$ cat src/rtl/sdes_pkg.sv
// rtl/sdes_pkg.sv - S-DES tables, state encoding and permutation/round helpers
package sdes_pkg;

  localparam logic [9:0] DEFAULT_KEY = 10'b0110010100;

  typedef enum logic [1:0] {
    ST_IDLE = 2'd0,
    ST_R1   = 2'd1,
    ST_R2   = 2'd2,
    ST_DONE = 2'd3
  } state_e;

  typedef struct packed {
    logic [7:0] k1;
    logic [7:0] k2;
  } subkeys_t;

  // Index tables are 1-based from the MSB, as in the textbook cipher description.
  localparam int P10_TBL    [10] = '{3, 5, 2, 7, 4, 10, 1, 9, 8, 6};
  localparam int P8_TBL     [8]  = '{6, 3, 7, 4, 8, 5, 10, 9};
  localparam int IP_TBL     [8]  = '{2, 6, 3, 1, 4, 8, 5, 7};
  localparam int IP_INV_TBL [8]  = '{4, 1, 3, 5, 7, 2, 8, 6};
  localparam int EP_TBL     [8]  = '{4, 1, 2, 3, 2, 3, 4, 1};
  localparam int P4_TBL     [4]  = '{2, 4, 3, 1};

  // S-boxes flattened row-major: index = {row[1:0], col[1:0]}.
  localparam logic [1:0] S0_TBL [16] = '{
    2'd1, 2'd0, 2'd3, 2'd2,
    2'd3, 2'd2, 2'd1, 2'd0,
    2'd0, 2'd2, 2'd1, 2'd3,
    2'd3, 2'd1, 2'd3, 2'd2
  };
  localparam logic [1:0] S1_TBL [16] = '{
    2'd0, 2'd1, 2'd2, 2'd3,
    2'd2, 2'd0, 2'd1, 2'd3,
    2'd3, 2'd0, 2'd1, 2'd0,
    2'd2, 2'd1, 2'd0, 2'd3
  };

  function automatic logic [9:0] p10(input logic [9:0] v);
    logic [9:0] r;
    r = '0;
    for (int i = 0; i < 10; i++) r[4'(9 - i)] = v[4'(10 - P10_TBL[4'(i)])];
    return r;
  endfunction

  function automatic logic [7:0] p8(input logic [9:0] v);
    logic [7:0] r;
    r = '0;
    for (int i = 0; i < 8; i++) r[3'(7 - i)] = v[4'(10 - P8_TBL[3'(i)])];
    return r;
  endfunction

  function automatic logic [7:0] ip(input logic [7:0] v);
    logic [7:0] r;
    r = '0;
    for (int i = 0; i < 8; i++) r[3'(7 - i)] = v[3'(8 - IP_TBL[3'(i)])];
    return r;
  endfunction

  function automatic logic [7:0] ip_inv(input logic [7:0] v);
    logic [7:0] r;
    r = '0;
    for (int i = 0; i < 8; i++) r[3'(7 - i)] = v[3'(8 - IP_INV_TBL[3'(i)])];
    return r;
  endfunction

  function automatic logic [7:0] ep(input logic [3:0] v);
    logic [7:0] r;
    r = '0;
    for (int i = 0; i < 8; i++) r[3'(7 - i)] = v[2'(4 - EP_TBL[3'(i)])];
    return r;
  endfunction

  function automatic logic [3:0] p4(input logic [3:0] v);
    logic [3:0] r;
    r = '0;
    for (int i = 0; i < 4; i++) r[2'(3 - i)] = v[2'(4 - P4_TBL[2'(i)])];
    return r;
  endfunction

  // Subkeys: P10, rotate halves left by 1 for K1, by a further 2 for K2, then P8.
  function automatic subkeys_t keygen(input logic [9:0] key);
    logic [9:0] p;
    logic [4:0] l1, r1, l2, r2;
    subkeys_t   sk;
    p  = p10(key);
    l1 = {p[8:5], p[9]};
    r1 = {p[3:0], p[4]};
    l2 = {l1[2:0], l1[4:3]};
    r2 = {r1[2:0], r1[4:3]};
    sk.k1 = p8({l1, r1});
    sk.k2 = p8({l2, r2});
    return sk;
  endfunction

  // One Feistel round: a ^ P4(S0|S1(EP(b) ^ key)); row = outer bits, col = inner bits.
  function automatic logic [3:0] fk(input logic [3:0] a, input logic [3:0] b,
                                    input logic [7:0] key);
    logic [7:0] e;
    logic [1:0] s0;
    logic [1:0] s1;
    e  = ep(b) ^ key;
    s0 = S0_TBL[{e[7], e[4], e[6], e[5]}];
    s1 = S1_TBL[{e[3], e[0], e[2], e[1]}];
    return a ^ p4({s0, s1});
  endfunction

endpackage

$ cat src/rtl/sdes_encrypt_seq_if.sv
// rtl/sdes_encrypt_seq_if.sv - key, plaintext and ciphertext handshake bundle
interface sdes_encrypt_seq_if;
  logic [9:0] key_in;
  logic       key_load;
  logic       key_ready;
  logic [7:0] in_data;
  logic       in_valid;
  logic       in_ready;
  logic [7:0] out_data;
  logic       out_valid;
  logic       out_ready;

  modport master (
    output key_in, key_load, in_data, in_valid, out_ready,
    input  key_ready, in_ready, out_data, out_valid
  );

  modport slave (
    input  key_in, key_load, in_data, in_valid, out_ready,
    output key_ready, in_ready, out_data, out_valid
  );
endinterface

$ cat src/rtl/sdes_encrypt_seq_ctrl.sv
// rtl/sdes_encrypt_seq_ctrl.sv - sdes_enc_ctrl: round sequencer and handshake decode
module sdes_enc_ctrl
  import sdes_pkg::*;
(
  input  logic   clk_i,
  input  logic   rst_i,
  input  logic   in_valid_i,
  input  logic   out_ready_i,
  input  logic   key_load_i,
  output state_e state_o,
  output logic   in_ready_o,
  output logic   key_ready_o,
  output logic   out_valid_o,
  output logic   accept_o,
  output logic   key_we_o
);

  state_e state_q;
  state_e state_d;

  // State register; reset abandons any block in flight.
  always_ff @(posedge clk_i) begin
    if (rst_i) state_q <= ST_IDLE;
    else       state_q <= state_d;
  end

  // Next state and handshake decode; DONE may hand straight over to R1.
  always_comb begin
    state_d     = state_q;
    in_ready_o  = 1'b0;
    key_ready_o = 1'b0;
    case (state_q)
      ST_IDLE: begin
        in_ready_o  = !rst_i;
        key_ready_o = !rst_i;
        if (in_valid_i) state_d = ST_R1;
      end
      ST_R1:   state_d = ST_R2;
      ST_R2:   state_d = ST_DONE;
      ST_DONE: begin
        in_ready_o = !rst_i && out_ready_i;
        if (out_ready_i) state_d = in_valid_i ? ST_R1 : ST_IDLE;
      end
      default: state_d = ST_IDLE;
    endcase
  end

  assign state_o     = state_q;
  assign out_valid_o = (state_q == ST_DONE);
  assign accept_o    = in_valid_i && in_ready_o;
  assign key_we_o    = key_load_i && key_ready_o;

endmodule

$ cat src/rtl/sdes_encrypt_seq.sv
// rtl/sdes_encrypt_seq.sv - three-stage S-DES encryptor with one time-shared fk round
module sdes_encrypt_seq #(
  parameter logic [9:0] DEFAULT_KEY = sdes_pkg::DEFAULT_KEY
) (
  input  logic               clk_i,
  input  logic               rst_i,
  sdes_encrypt_seq_if.slave  bus_if
);
  import sdes_pkg::*;

  state_e     state;
  logic       accept;
  logic       key_we;
  logic       in_ready;
  logic       key_ready;
  logic       out_valid;

  logic [9:0] key_q,      key_d;
  logic [3:0] l_q,        l_d;
  logic [3:0] r_q,        r_d;
  logic [3:0] t_q,        t_d;
  logic [7:0] out_data_q, out_data_d;

  subkeys_t   sk;
  logic [3:0] fk_a;
  logic [3:0] fk_b;
  logic [7:0] fk_key;
  logic [3:0] fk_out;
  logic [7:0] ip_out;

  sdes_enc_ctrl u_ctrl (
    .clk_i       (clk_i),
    .rst_i       (rst_i),
    .in_valid_i  (bus_if.in_valid),
    .out_ready_i (bus_if.out_ready),
    .key_load_i  (bus_if.key_load),
    .state_o     (state),
    .in_ready_o  (in_ready),
    .key_ready_o (key_ready),
    .out_valid_o (out_valid),
    .accept_o    (accept),
    .key_we_o    (key_we)
  );

  assign sk     = keygen(key_q);
  assign ip_out = ip(bus_if.in_data);

  // Round 1 works on (L,R) with K1; round 2 on (R,T) with K2 -- the swap is just the mux.
  always_comb begin
    fk_a   = l_q;
    fk_b   = r_q;
    fk_key = sk.k1;
    if (state == ST_R2) begin
      fk_a   = r_q;
      fk_b   = t_q;
      fk_key = sk.k2;
    end
  end

  assign fk_out = fk(fk_a, fk_b, fk_key);

  // Datapath next-state: key only changes in IDLE, so a same-edge load covers that block.
  always_comb begin
    key_d      = key_q;
    l_d        = l_q;
    r_d        = r_q;
    t_d        = t_q;
    out_data_d = out_data_q;
    if (key_we) key_d = bus_if.key_in;
    if (accept) {l_d, r_d} = ip_out;
    if (state == ST_R1) t_d = fk_out;
    if (state == ST_R2) out_data_d = ip_inv({fk_out, t_q});
  end

  // Datapath registers.
  always_ff @(posedge clk_i) begin
    if (rst_i) begin
      key_q      <= DEFAULT_KEY;
      l_q        <= '0;
      r_q        <= '0;
      t_q        <= '0;
      out_data_q <= '0;
    end else begin
      key_q      <= key_d;
      l_q        <= l_d;
      r_q        <= r_d;
      t_q        <= t_d;
      out_data_q <= out_data_d;
    end
  end

  assign bus_if.in_ready  = in_ready;
  assign bus_if.key_ready = key_ready;
  assign bus_if.out_valid = out_valid;
  assign bus_if.out_data  = out_data_q;

endmodule

$ cat src/flat_wrapper.sv
// flat-port wrapper written by rule: the top's interface ports become plain ports
module sdes_encrypt_seq_flat import sdes_pkg::*;
#(
  parameter logic [9:0] DEFAULT_KEY = sdes_pkg::DEFAULT_KEY
)
  (clk_i, rst_i, bus_if_key_in, bus_if_key_load, bus_if_in_data, bus_if_in_valid, bus_if_out_ready, bus_if_key_ready, bus_if_in_ready, bus_if_out_data, bus_if_out_valid);
  sdes_encrypt_seq_if bus_if_i ();
  input  logic clk_i;
  input  logic rst_i;
  input wire logic [$bits(bus_if_i.key_in)-1:0] bus_if_key_in;
  input wire logic [$bits(bus_if_i.key_load)-1:0] bus_if_key_load;
  input wire logic [$bits(bus_if_i.in_data)-1:0] bus_if_in_data;
  input wire logic [$bits(bus_if_i.in_valid)-1:0] bus_if_in_valid;
  input wire logic [$bits(bus_if_i.out_ready)-1:0] bus_if_out_ready;
  output wire logic [$bits(bus_if_i.key_ready)-1:0] bus_if_key_ready;
  output wire logic [$bits(bus_if_i.in_ready)-1:0] bus_if_in_ready;
  output wire logic [$bits(bus_if_i.out_data)-1:0] bus_if_out_data;
  output wire logic [$bits(bus_if_i.out_valid)-1:0] bus_if_out_valid;
  assign bus_if_i.key_in = bus_if_key_in;
  assign bus_if_i.key_load = bus_if_key_load;
  assign bus_if_i.in_data = bus_if_in_data;
  assign bus_if_i.in_valid = bus_if_in_valid;
  assign bus_if_i.out_ready = bus_if_out_ready;
  assign bus_if_key_ready = bus_if_i.key_ready;
  assign bus_if_in_ready = bus_if_i.in_ready;
  assign bus_if_out_data = bus_if_i.out_data;
  assign bus_if_out_valid = bus_if_i.out_valid;
  sdes_encrypt_seq #(.DEFAULT_KEY(DEFAULT_KEY)) u_core (.clk_i(clk_i), .rst_i(rst_i), .bus_if(bus_if_i));
endmodule
$ cat config.mk
export PLATFORM = sky130hd
export DESIGN_NAME = sdes_encrypt_seq_flat
export DESIGN_NICKNAME = d
export VERILOG_FILES = /design/src/rtl/sdes_pkg.sv /design/src/rtl/sdes_encrypt_seq_if.sv /design/src/rtl/sdes_encrypt_seq_ctrl.sv /design/src/rtl/sdes_encrypt_seq.sv /design/src/flat_wrapper.sv
export SDC_FILE = /design/constraint.sdc
export NUM_CORES = 1
export LEC_CHECK = 0
export ABC_AREA = 1
export CAP_MARGIN = 15
export CORE_AREA = 8 8 45 47
export DETAILED_ROUTE_END_ITERATION = 7
export DIE_AREA = 0 0 53 55
export PLACE_DENSITY = 0.74
export RECOVER_POWER = 100
export SLEW_MARGIN = 20
export SYNTH_ARGS = -nofsm -noshare
export SYNTH_HDL_FRONTEND = slang
export SYNTH_SLANG_ARGS = --single-unit
export TNS_END_PERCENT = 100
$ cat constraint.sdc
create_clock -name clk_i -period 1.4 [get_ports clk_i]
set_input_delay 0.28 -clock clk_i [delete_from_list [all_inputs] [get_ports clk_i]]
set_output_delay 0.28 -clock clk_i [all_outputs]
set_load 0.02 [all_outputs]
==> metrics.txt <==
status complete, but fails checks; failing checks setup timing; Synth warnings 0; Routed Antenna Nets 0; Worst EP arrival between 1 and 1.5 ns; Seq/Total Area, Yosys 0.1509; area occupied by multi-input gates about 190 um^2; diode count 0; CTS tree done; most frequent cells in the layout 8 x conb_1, 6 x nand2_1, 6 x buf_4; CP max stage delay approximately 0.37 ns; Reg area roughly 45 um^2; Critical Path Start Type flop; Die Wd about 53 um; CP max FO 4; CP top delay family flip-flops; io pins 34; first-pass GRT wire length ~1000 um; Die ar. roughly 3000 um^2; Final min period approximately 1.4 ns; final hold viol count 0; via count around 270; VDD IR max between 0.0005 and 0.0006 V; Post-DP HPWL ~470 um; area of the core 1384 um^2; leakage between 0.2 and 0.25 nW; Final setup viols 1; clock skew 0.002143 ns; area grow syn2layout 62.74%; Buf/Inv on CP 4; Post-CTS Hold Buffers 0; Die Y around 55 um; largest net degree at the start of global routing 5; initial antenna violation count 0; worst path required time roughly 1.1 ns; total CTS buffers 3; Placed Instances 68; Final Cell Area 431.7 um^2; fin. max-slew vios 0; power per cell area 2208 nW/um^2; CP max stage cell dfxtp_4; clock buffer depth 2; WL final roughly 670 um; Fill cells about 170; Syn Inst Count 40; DRT Pass-1 Iters 1; flops & latches, synth 2; GRT Overall Usage 0.04798; RSZ-0062 raised after global routing true; crit path capture type output port; nets 84; critical path type flop to output port; Clock Sinks 2; FP Rows 14; Worst-Skew Late Latency about 0.22 ns; max reg flops 2; syn_area_per_cell roughly 6.6 um^2; crit-path cells inv_4 -> ha_4 -> inv_2 -> nand3_2 -> inv_2 -> buf_6; total power about 950 uW; number of DRC markers in iteration 0 0; post-synth cell types 13; PortBufs 6; cell mode on critical path inv_2; H-tree depth 1; vias in the first global route about 260; Final period util 1.014; proportion of layout cells with a drive suffix above 1 0.5000; root buf cell clkbuf_4; drt drc 0; Max Cap Viol 0; Overflow after GRT 0; final setup margin -0.01899 ns; placer congestion estimate 0.7256; Initial Util 0.1917; Achievable Freq slightly above 0.7 GHz; Post-Synthesis Cell Area between 200 and 300 um^2; placed cell areas around 360 um^2; vias per inst roughly 3.7; clock-pin slew on the worst setup and hold paths about 0.03 ns; Layout Cells excl Fill between 70 and 80; routed len/inst around 9.3 um; HP Class flop to flop; commonest non-fill, non-tap cell in the layout conb_1
==> report_power, final <==
| group | internal [mW] | total [mW] | switching [mW] |
|---|---|---|---|
| Combinational | 0.337 | 0.685 | 0.348 |
| Clock | 0.0943 | 0.124 | 0.0302 |
| Sequential | 0.101 | 0.144 | 0.0426 |
==> cells by family (layout without fill, tap and decap cells) <==
kind of cell,Yosys count,count (layout),synth area share
buf+inv,17,26,0.3538
simple gates,15,15,0.2878
fa+ha+maj,3,3,0.1415
compound gates,2,2,0.05187
flops,2,2,0.1509
other cells,1,8,0.01414
==> worst reg2reg max path: cells and delay by family (launching register included) <==
family	cells	cell delay (ns)
AOI/OAI and AO/OA	1	0.06
adders and majority gates	1	0.15
buffers and inverters	2	0.26
and+or+nand+nor	3	0.31
DFF	1	0.31
==> Yosys cell counts <==
cell | n | area (um^2)
dfxtp_1 | 2 | 40.04
nand2_1 | 7 | 26.28
nand2_2 | 1 | 6.260
inv_1 | 9 | 33.78
nand2_4 | 1 | 11.26
nand3_1 | 3 | 15.01
a21oi_2 | 1 | 8.760
ha_1 | 3 | 37.54
nor2_1 | 2 | 7.510
buf_4 | 8 | 60.06
conb_1 | 1 | 3.750
nand3_2 | 1 | 10.01
a21oi_1 | 1 | 5.000
==> worst paths after layout <==
kind | from | end | slack, ns | cells after the start
max | u_core.u_ctrl.state_o[1] | bus_if_in_ready | -0.02 | 6
min | u_core.u_ctrl.state_o[1] | u_core.u_ctrl.state_o[1] | 0.55 | 2
max reg2reg | u_core.u_ctrl.state_o[0] | u_core.u_ctrl.state_o[0] | 0.18 | 7
min reg2reg | u_core.u_ctrl.state_o[1] | u_core.u_ctrl.state_o[1] | 0.55 | 2
==> stage by stage <==
stage                       util  setup TNS, ns  hold slack, ns  setup slack [ns]
final                     0.3119       -0.01899          0.5477          -0.01899
after global routing      0.3119       -0.07772          0.6008          -0.07772
after CTS                 0.2993       -0.04619          0.5254          -0.04619
after detailed placement  0.2631        -0.9815          0.5433           -0.4592
after global placement    0.2631        -0.9389          0.5353           -0.4406
after floorplan                -              0          0.3424            0.1154
==> cell type report <==
cell class / count / area share
inverter: 9 / 0.08406
sequential: 2 / 0.1043
multi-input combinational: 28 / 0.4319
timing repair buffer: 14 / 0.2812
tap: 16 / 0.04638
clock buffer: 3 / 0.05217
==> metal layers <==
layer / global-route usage / share of wire / wire length (um) / up-vias
met5: 0 / 0 / 0 / -
met4: 0.01293 / 0 / 0 / 0
met3: 0.04813 / 0.17 / 115 / 0
met2: 0.08203 / 0.51 / 346 / 14
met1: 0.03776 / 0.31 / 210 / 117
li1: - / - / - / 134
==> repair_timing <==
action / in CTS / in global routing
pin swaps: 1 / 2
gates resized for setup: 24 / 8
setup buffers: 1 / 0
endpoints found under the setup margin: 3 / 2
gates cloned: 0 / 0
(Power assumes the default switching activity.)
